--- config.mk ---
export PLATFORM = sky130hd
export DESIGN_NAME = apb_master_bridge_flat
export DESIGN_NICKNAME = d
export VERILOG_FILES = /design/src/rtl/apb_pkg.sv /design/src/rtl/apb_master_bridge_if.sv /design/src/rtl/apb_master_bridge.sv /design/src/flat_wrapper.sv
export SDC_FILE = /design/constraint.sdc
export NUM_CORES = 1
export LEC_CHECK = 0
export CAP_MARGIN = 20
export CORE_MARGIN = 5
export CORE_UTILIZATION = 41
export DETAILED_ROUTE_END_ITERATION = 7
export PLACE_DENSITY = 0.81
export SLEW_MARGIN = 20
export SYNTH_ARGS = -nofsm -noshare
export SYNTH_HDL_FRONTEND = slang
export SYNTH_SLANG_ARGS = --single-unit
--- constraint.sdc ---
create_clock -name clk -period 1.9 [get_ports clk]
set_input_delay 0.38 -clock clk [delete_from_list [all_inputs] [get_ports clk]]
set_output_delay 0.38 -clock clk [all_outputs]
set_load 0.005 [all_outputs]
--- src/rtl/apb_pkg.sv ---
// Shared APB definitions: master FSM state encoding, default widths and
// the watchdog counter sizing helper.
package apb_pkg;

   localparam int APB_ADDR_W      = 32;
   localparam int APB_DATA_W      = 32;
   localparam int APB_TIMEOUT_DEF = 256;

   typedef enum logic [1:0] {
      IDLE,
      SETUP,
      ACCESS,
      RESP
   } apb_mst_state_t;

   // Counter width able to hold TIMEOUT; at least one bit so a disabled
   // watchdog (TIMEOUT = 0) still yields a legal vector.
   function automatic int wdog_width(input int timeout);
      return (timeout < 1) ? 1 : $clog2(timeout + 1);
   endfunction

endpackage

--- src/rtl/apb_master_bridge_if.sv ---
// Bundles the command/response handshake and the APB master bus of the
// bridge. The master modport is the bridge's own view; the slave modport is
// the view of whatever sits around it (command source, response sink and
// the APB decoder).
interface apb_master_bridge_if #(
   parameter int ADDR_W = 32,
   parameter int DATA_W = 32
);

   logic              cmd_valid;
   logic              cmd_ready;
   logic              cmd_write;
   logic [ADDR_W-1:0] cmd_addr;
   logic [DATA_W-1:0] cmd_wdata;

   logic              rsp_valid;
   logic              rsp_ready;
   logic [DATA_W-1:0] rsp_rdata;
   logic              rsp_err;
   logic              rsp_timeout;

   logic [ADDR_W-1:0] m_paddr;
   logic              m_pwrite;
   logic              m_psel;
   logic              m_penable;
   logic [DATA_W-1:0] m_pwdata;
   logic [DATA_W-1:0] m_prdata;
   logic              m_pready;
   logic              m_pslverr;

   modport master (
      input  cmd_valid, cmd_write, cmd_addr, cmd_wdata, rsp_ready,
      input  m_prdata, m_pready, m_pslverr,
      output cmd_ready, rsp_valid, rsp_rdata, rsp_err, rsp_timeout,
      output m_paddr, m_pwrite, m_psel, m_penable, m_pwdata
   );

   modport slave (
      output cmd_valid, cmd_write, cmd_addr, cmd_wdata, rsp_ready,
      output m_prdata, m_pready, m_pslverr,
      input  cmd_ready, rsp_valid, rsp_rdata, rsp_err, rsp_timeout,
      input  m_paddr, m_pwrite, m_psel, m_penable, m_pwdata
   );

endinterface

--- src/rtl/apb_master_bridge.sv ---
// Single-outstanding valid/ready to APB3 master bridge with an ACCESS-phase
// watchdog. Every output comes straight from a flop: the combinational
// process computes the next value of each output register together with
// the next state, and one clocked process loads them all.
module apb_master_bridge
   import apb_pkg::*;
#(
   parameter int ADDR_W  = APB_ADDR_W,
   parameter int DATA_W  = APB_DATA_W,
   parameter int TIMEOUT = APB_TIMEOUT_DEF
) (
   input logic                 clk,
   input logic                 reset_n,
   apb_master_bridge_if.master bus
);

   localparam int               CNT_W    = wdog_width(TIMEOUT);
   localparam logic [CNT_W-1:0] CNT_LAST = (TIMEOUT == 0) ? '0 : CNT_W'(TIMEOUT - 1);
   localparam logic [CNT_W-1:0] CNT_MAX  = '1;

   apb_mst_state_t    state_q, state_d;
   logic [CNT_W-1:0]  wdog_q, wdog_d;

   logic              cmd_ready_q, cmd_ready_d;
   logic              rsp_valid_q, rsp_valid_d;
   logic [DATA_W-1:0] rsp_rdata_q, rsp_rdata_d;
   logic              rsp_err_q, rsp_err_d;
   logic              rsp_timeout_q, rsp_timeout_d;
   logic [ADDR_W-1:0] paddr_q, paddr_d;
   logic              pwrite_q, pwrite_d;
   logic              psel_q, psel_d;
   logic              penable_q, penable_d;
   logic [DATA_W-1:0] pwdata_q, pwdata_d;

   // Byte-lane bits of the command address never reach the bus.
   logic addr_lsb_unused;
   assign addr_lsb_unused = ^bus.cmd_addr[1:0];

   // Next state and next value of every output register.
   always_comb begin
      state_d       = state_q;
      wdog_d        = wdog_q;
      cmd_ready_d   = 1'b0;
      rsp_valid_d   = rsp_valid_q;
      rsp_rdata_d   = rsp_rdata_q;
      rsp_err_d     = rsp_err_q;
      rsp_timeout_d = rsp_timeout_q;
      paddr_d       = paddr_q;
      pwrite_d      = pwrite_q;
      psel_d        = psel_q;
      penable_d     = penable_q;
      pwdata_d      = pwdata_q;

      case (state_q)
         IDLE: begin
            cmd_ready_d = 1'b1;
            psel_d      = 1'b0;
            penable_d   = 1'b0;
            // cmd_ready_q gates acceptance so the first idle cycle after
            // reset (cmd_ready still 0) never swallows a command.
            if (bus.cmd_valid && cmd_ready_q) begin
               cmd_ready_d = 1'b0;
               paddr_d     = {bus.cmd_addr[ADDR_W-1:2], 2'b00};
               pwrite_d    = bus.cmd_write;
               pwdata_d    = bus.cmd_wdata;
               psel_d      = 1'b1;
               wdog_d      = '0;
               state_d     = SETUP;
            end
         end

         SETUP: begin
            psel_d    = 1'b1;
            penable_d = 1'b1;
            state_d   = ACCESS;
         end

         ACCESS: begin
            if (wdog_q != CNT_MAX) begin
               wdog_d = wdog_q + 1'b1;
            end
            // A ready slave takes priority over a watchdog expiring in
            // the same cycle.
            if (bus.m_pready) begin
               rsp_rdata_d   = pwrite_q ? '0 : bus.m_prdata;
               rsp_err_d     = bus.m_pslverr;
               rsp_timeout_d = 1'b0;
               rsp_valid_d   = 1'b1;
               psel_d        = 1'b0;
               penable_d     = 1'b0;
               state_d       = RESP;
            end else if (TIMEOUT != 0 && wdog_q == CNT_LAST) begin
               rsp_rdata_d   = '0;
               rsp_err_d     = 1'b1;
               rsp_timeout_d = 1'b1;
               rsp_valid_d   = 1'b1;
               psel_d        = 1'b0;
               penable_d     = 1'b0;
               state_d       = RESP;
            end
         end

         RESP: begin
            psel_d    = 1'b0;
            penable_d = 1'b0;
            if (bus.rsp_ready && rsp_valid_q) begin
               rsp_valid_d = 1'b0;
               cmd_ready_d = 1'b1;
               state_d     = IDLE;
            end
         end

         default: begin
            state_d = IDLE;
         end
      endcase
   end

   // State, watchdog and output registers; reset clears everything so an
   // in-flight transfer and its pending response are dropped.
   always_ff @(posedge clk) begin
      if (!reset_n) begin
         state_q       <= IDLE;
         wdog_q        <= '0;
         cmd_ready_q   <= 1'b0;
         rsp_valid_q   <= 1'b0;
         rsp_rdata_q   <= '0;
         rsp_err_q     <= 1'b0;
         rsp_timeout_q <= 1'b0;
         paddr_q       <= '0;
         pwrite_q      <= 1'b0;
         psel_q        <= 1'b0;
         penable_q     <= 1'b0;
         pwdata_q      <= '0;
      end else begin
         state_q       <= state_d;
         wdog_q        <= wdog_d;
         cmd_ready_q   <= cmd_ready_d;
         rsp_valid_q   <= rsp_valid_d;
         rsp_rdata_q   <= rsp_rdata_d;
         rsp_err_q     <= rsp_err_d;
         rsp_timeout_q <= rsp_timeout_d;
         paddr_q       <= paddr_d;
         pwrite_q      <= pwrite_d;
         psel_q        <= psel_d;
         penable_q     <= penable_d;
         pwdata_q      <= pwdata_d;
      end
   end

   assign bus.cmd_ready   = cmd_ready_q;
   assign bus.rsp_valid   = rsp_valid_q;
   assign bus.rsp_rdata   = rsp_rdata_q;
   assign bus.rsp_err     = rsp_err_q;
   assign bus.rsp_timeout = rsp_timeout_q;
   assign bus.m_paddr     = paddr_q;
   assign bus.m_pwrite    = pwrite_q;
   assign bus.m_psel      = psel_q;
   assign bus.m_penable   = penable_q;
   assign bus.m_pwdata    = pwdata_q;

endmodule

--- src/flat_wrapper.sv ---
// flat-port wrapper written by rule: the top's interface ports become plain ports
module apb_master_bridge_flat import apb_pkg::*;
#(
   parameter int ADDR_W  = APB_ADDR_W,
   parameter int DATA_W  = APB_DATA_W,
   parameter int TIMEOUT = APB_TIMEOUT_DEF
)
  (clk, reset_n, bus_cmd_valid, bus_cmd_write, bus_cmd_addr, bus_cmd_wdata, bus_rsp_ready, bus_m_prdata, bus_m_pready, bus_m_pslverr, bus_cmd_ready, bus_rsp_valid, bus_rsp_rdata, bus_rsp_err, bus_rsp_timeout, bus_m_paddr, bus_m_pwrite, bus_m_psel, bus_m_penable, bus_m_pwdata);
  apb_master_bridge_if #(.ADDR_W(ADDR_W), .DATA_W(DATA_W)) bus_i ();
  input logic clk;
  input logic reset_n;
  input wire logic [$bits(bus_i.cmd_valid)-1:0] bus_cmd_valid;
  input wire logic [$bits(bus_i.cmd_write)-1:0] bus_cmd_write;
  input wire logic [$bits(bus_i.cmd_addr)-1:0] bus_cmd_addr;
  input wire logic [$bits(bus_i.cmd_wdata)-1:0] bus_cmd_wdata;
  input wire logic [$bits(bus_i.rsp_ready)-1:0] bus_rsp_ready;
  input wire logic [$bits(bus_i.m_prdata)-1:0] bus_m_prdata;
  input wire logic [$bits(bus_i.m_pready)-1:0] bus_m_pready;
  input wire logic [$bits(bus_i.m_pslverr)-1:0] bus_m_pslverr;
  output wire logic [$bits(bus_i.cmd_ready)-1:0] bus_cmd_ready;
  output wire logic [$bits(bus_i.rsp_valid)-1:0] bus_rsp_valid;
  output wire logic [$bits(bus_i.rsp_rdata)-1:0] bus_rsp_rdata;
  output wire logic [$bits(bus_i.rsp_err)-1:0] bus_rsp_err;
  output wire logic [$bits(bus_i.rsp_timeout)-1:0] bus_rsp_timeout;
  output wire logic [$bits(bus_i.m_paddr)-1:0] bus_m_paddr;
  output wire logic [$bits(bus_i.m_pwrite)-1:0] bus_m_pwrite;
  output wire logic [$bits(bus_i.m_psel)-1:0] bus_m_psel;
  output wire logic [$bits(bus_i.m_penable)-1:0] bus_m_penable;
  output wire logic [$bits(bus_i.m_pwdata)-1:0] bus_m_pwdata;
  assign bus_i.cmd_valid = bus_cmd_valid;
  assign bus_i.cmd_write = bus_cmd_write;
  assign bus_i.cmd_addr = bus_cmd_addr;
  assign bus_i.cmd_wdata = bus_cmd_wdata;
  assign bus_i.rsp_ready = bus_rsp_ready;
  assign bus_i.m_prdata = bus_m_prdata;
  assign bus_i.m_pready = bus_m_pready;
  assign bus_i.m_pslverr = bus_m_pslverr;
  assign bus_cmd_ready = bus_i.cmd_ready;
  assign bus_rsp_valid = bus_i.rsp_valid;
  assign bus_rsp_rdata = bus_i.rsp_rdata;
  assign bus_rsp_err = bus_i.rsp_err;
  assign bus_rsp_timeout = bus_i.rsp_timeout;
  assign bus_m_paddr = bus_i.m_paddr;
  assign bus_m_pwrite = bus_i.m_pwrite;
  assign bus_m_psel = bus_i.m_psel;
  assign bus_m_penable = bus_i.m_penable;
  assign bus_m_pwdata = bus_i.m_pwdata;
  apb_master_bridge #(.ADDR_W(ADDR_W), .DATA_W(DATA_W), .TIMEOUT(TIMEOUT)) u_core (.clk(clk), .reset_n(reset_n), .bus(bus_i));
endmodule
==> metrics.txt <==
clock sink count=112; worst hold margin=0.4514 ns; status=completed; CORE AREA=0.01075 mm^2; crit path launch type=flop; grt ovf=0; Reg2Reg Setup Slack=0.12 ns; Initial Utilization=0.4144; post-place setup slack=-0.01665 ns; crit share post-route=0.9391; Clock Root Buffer=clkbuf_8; Vert. Die Dim=114.2 um; Slew Viols, Final=0; hold depth=4; Final Hold Viols=0; worst min path class=input pin to flop; Routed wire per std cell=14.66 um; global-route wire length before repair=19820 um; largest net degree at the start of global routing=110; Post-DP HPWL=9098 um; Cell Pwr Density=904.7 mW/mm^2; FF+latch count, synth=112; CTS buffer count=9; H-tree depth=3; Worst EP arrival=2.09 ns; # setup viols final=0; Post-Syn Instances=520; Clock Latency Late Sink=0.36 ns; Die Wd=114.2 um; final setup margin=0.1158 ns; distinct cell type count after synthesis=40; post-synthesis sequential area ratio=0.5035; crit end category=flop; XOR/XNOR Fraction of Synth Area=0.003934; Cell Area, Synth=0.004453 mm^2; simple-gate share of the synthesized area=0.2298; main combinational cell family by area after synthesis=simple AND/OR/NAND/NOR gates; placed instance area=0.006671 mm^2; initial DRC count=197; Warnings, synthesis=0; fin crit period=1.784 ns; total wire length=12550 um; # rows=38; Final #Nets=822; via count=4193; design area=0.006882 mm^2; Vias/cell=4.898; post-synthesis adder-cell area fraction=0.01967; antenna-violating nets left=0; Leakage Power=0.002355 uW; routability cong.=0.8436; GR Util All Layers=0.1844; Area Growth Syn to Fin=54.54%; cts hold-fix bufs=0; Worst-path clk slew=0.10 ns; Max Root-Sink Buffers=2; worst reg2reg path depth=8; drt pass-1 iters=4; Synth Area in Compound Gates=0.1964; Max Cap Viol=0; fmax=0.5605 GHz; crit path kind=flop to flop; Antenna Cells=0; CP max FO=5; vias in the first global route=4253; # port buffers=201; antenna violations before repair=0; die area=0.01305 mm^2; setup TNS=0 ns; worst-case clock skew=0.01133 ns; CP Data Required Time=2.20 ns; DRC violations left=0; Avg Synthesized Cell Area=8.564 um^2; Max IR drop VDD=0.5529 mV; CTS tree=built; Ports=206; share of cells above drive strength 1=0.06844; mux contribution to synthesized area=0.002248
-- cell families after synthesis --
family,count (synthesis)
muxes,1
adders and majority gates,7
DFF,112
buffers and inverters,42
xor gates and xnor gates,2
other,1
and+or+nand+nor,235
AOI/OAI and AO/OA,120
-- through the flow --
step | utilization | cells | total power (uW)
3_3_place_gp | 0.6209 | 840 | 4831
2_1_floorplan | - | 521 | 3774
5_1_grt | 0.6404 | 856 | 6614
6_report | 0.6404 | 856 | 6226
4_1_cts | 0.6396 | 856 | 6305
3_5_place_dp | 0.6209 | 840 | 4906
-- worst paths after layout --
kind	to	startpoint
setup / recovery	u_core.wdog_q[6]$_SDFFE_PN0P_	u_core.wdog_q[0]$_SDFFE_PN0P_
setup reg to reg	u_core.wdog_q[6]$_SDFFE_PN0P_	u_core.wdog_q[0]$_SDFFE_PN0P_
hold reg to reg	u_core.bus.rsp_rdata[27]$_SDFFE_PN0P_	u_core.bus.rsp_rdata[27]$_SDFFE_PN0P_
hold / removal	u_core.wdog_q[4]$_SDFFE_PN0P_	reset_n
-- cells in the mapped netlist, drive strengths merged --
| library cell | instances | area (um^2) |
|---|---|---|
| and2 | 1 | 6.260 |
| nand3 | 39 | 207.7 |
| nor4b | 2 | 17.52 |
| mux2i | 1 | 10.01 |
| o211ai | 1 | 7.510 |
| a21oi | 7 | 35.03 |
| or3 | 2 | 12.51 |
| inv | 3 | 11.26 |
| buf | 23 | 122.6 |
| and3 | 2 | 12.51 |
| nor3b | 2 | 20.02 |
| conb | 1 | 3.750 |
| nor2 | 5 | 18.77 |
| nor2b | 5 | 31.28 |
| o31ai | 1 | 7.510 |
| nor3 | 1 | 5.000 |
| clkbuf | 16 | 60.06 |
| a211oi | 1 | 7.510 |
| a31oi | 1 | 6.260 |
| o221a | 1 | 11.26 |
| xor2 | 2 | 17.52 |
| o21a | 2 | 15.01 |
| a21boi | 97 | 728.2 |
| nand2 | 169 | 636.9 |
| or4 | 2 | 15.01 |
| o21ai | 8 | 40.04 |
| ha | 7 | 87.58 |
| dfxtp | 112 | 2242 |
| or2 | 1 | 8.760 |
| a21bo | 1 | 16.27 |
| nand4 | 4 | 31.28 |
-- layout make-up --
| cell class | instances | area, um^2 |
|---|---|---|
| inverter | 3 | 11.26 |
| tap | 140 | 175.2 |
| sequential | 112 | 2245 |
| clock buffer | 11 | 141.4 |
| clock inverter | 4 | 45.04 |
| multi-input combinational | 367 | 2043 |
| fill | 911 | 3864 |
| timing repair buffer | 219 | 2221 |
-- critical path, stage by stage (launching register included) --
cell and delay, ns:
dfxtp_2 0.35, ha_1 0.21, nand3_1 0.10, nor2_2 0.05, ha_1 0.23, nand2_2 0.15, nand3_4 0.10, or4_1 0.41
a21oi_1 0.14
-- metal layers --
| layer | share of wire | track usage | vias up |
|---|---|---|---|
| met3 | 0.085 | 0.05867 | 18 |
| met4 | 0.018 | 0.06651 | 0 |
| met2 | 0.49 | 0.3275 | 134 |
| met5 | 0 | 0 | - |
| li1 | - | - | 2100 |
| met1 | 0.41 | 0.2065 | 1941 |
-- placed cells by master (no fill, tap or decap), types with 2 or more instances in the layout --
master / netlist / routed
nor2_1: 5 / 4
or3_1: 2 / 2
o21ai_0: 6 / 6
buf_4: 2 / 11
dfxtp_2: 0 / 2
xor2_1: 2 / 2
a21boi_0: 92 / 90
inv_1: 3 / 3
clkbuf_8: 0 / 10
a21oi_1: 7 / 7
clkinv_2: 0 / 3
nor4b_1: 2 / 2
clkdlybuf4s50_1: 0 / 200
conb_1: 1 / 2
o21a_1: 2 / 2
nor2b_1: 5 / 4
a21boi_1: 5 / 7
or4_1: 2 / 2
dfxtp_1: 112 / 110
buf_12: 0 / 6
nand4_1: 3 / 3
nand3_1: 38 / 37
ha_1: 7 / 6
nand2_1: 168 / 168
-- sequential cells by signal, indices dropped and copies added (netlist names) --
register and flops:
u_core.bus.rsp_err 1, u_core.bus.cmd_ready 1, u_core.bus.rsp_valid 1, u_core.wdog_q 9
u_core.bus.m_pwdata 32, u_core.bus.rsp_timeout 1, u_core.bus.m_psel 1, u_core.bus.rsp_rdata 32
u_core.bus.m_paddr 30, u_core.state_q 2, u_core.bus.m_penable 1, u_core.bus.m_pwrite 1
-- report_power, final --
| part | leakage (uW) | switching (uW) | internal [uW] |
|---|---|---|---|
| clock network | 0.0000989 | 747 | 634 |
| logic | 0.00135 | 964 | 1110 |
| registers | 0.000908 | 156 | 2610 |
| total | 0.00235 | 1870 | 4360 |
-- what timing repair did --
item	in CTS	in global routing
endpoints found under the setup margin	7	36
resized for setup	2	6
pin swaps	1	0
buffers inserted	1	0
(Power assumes the default switching activity.)
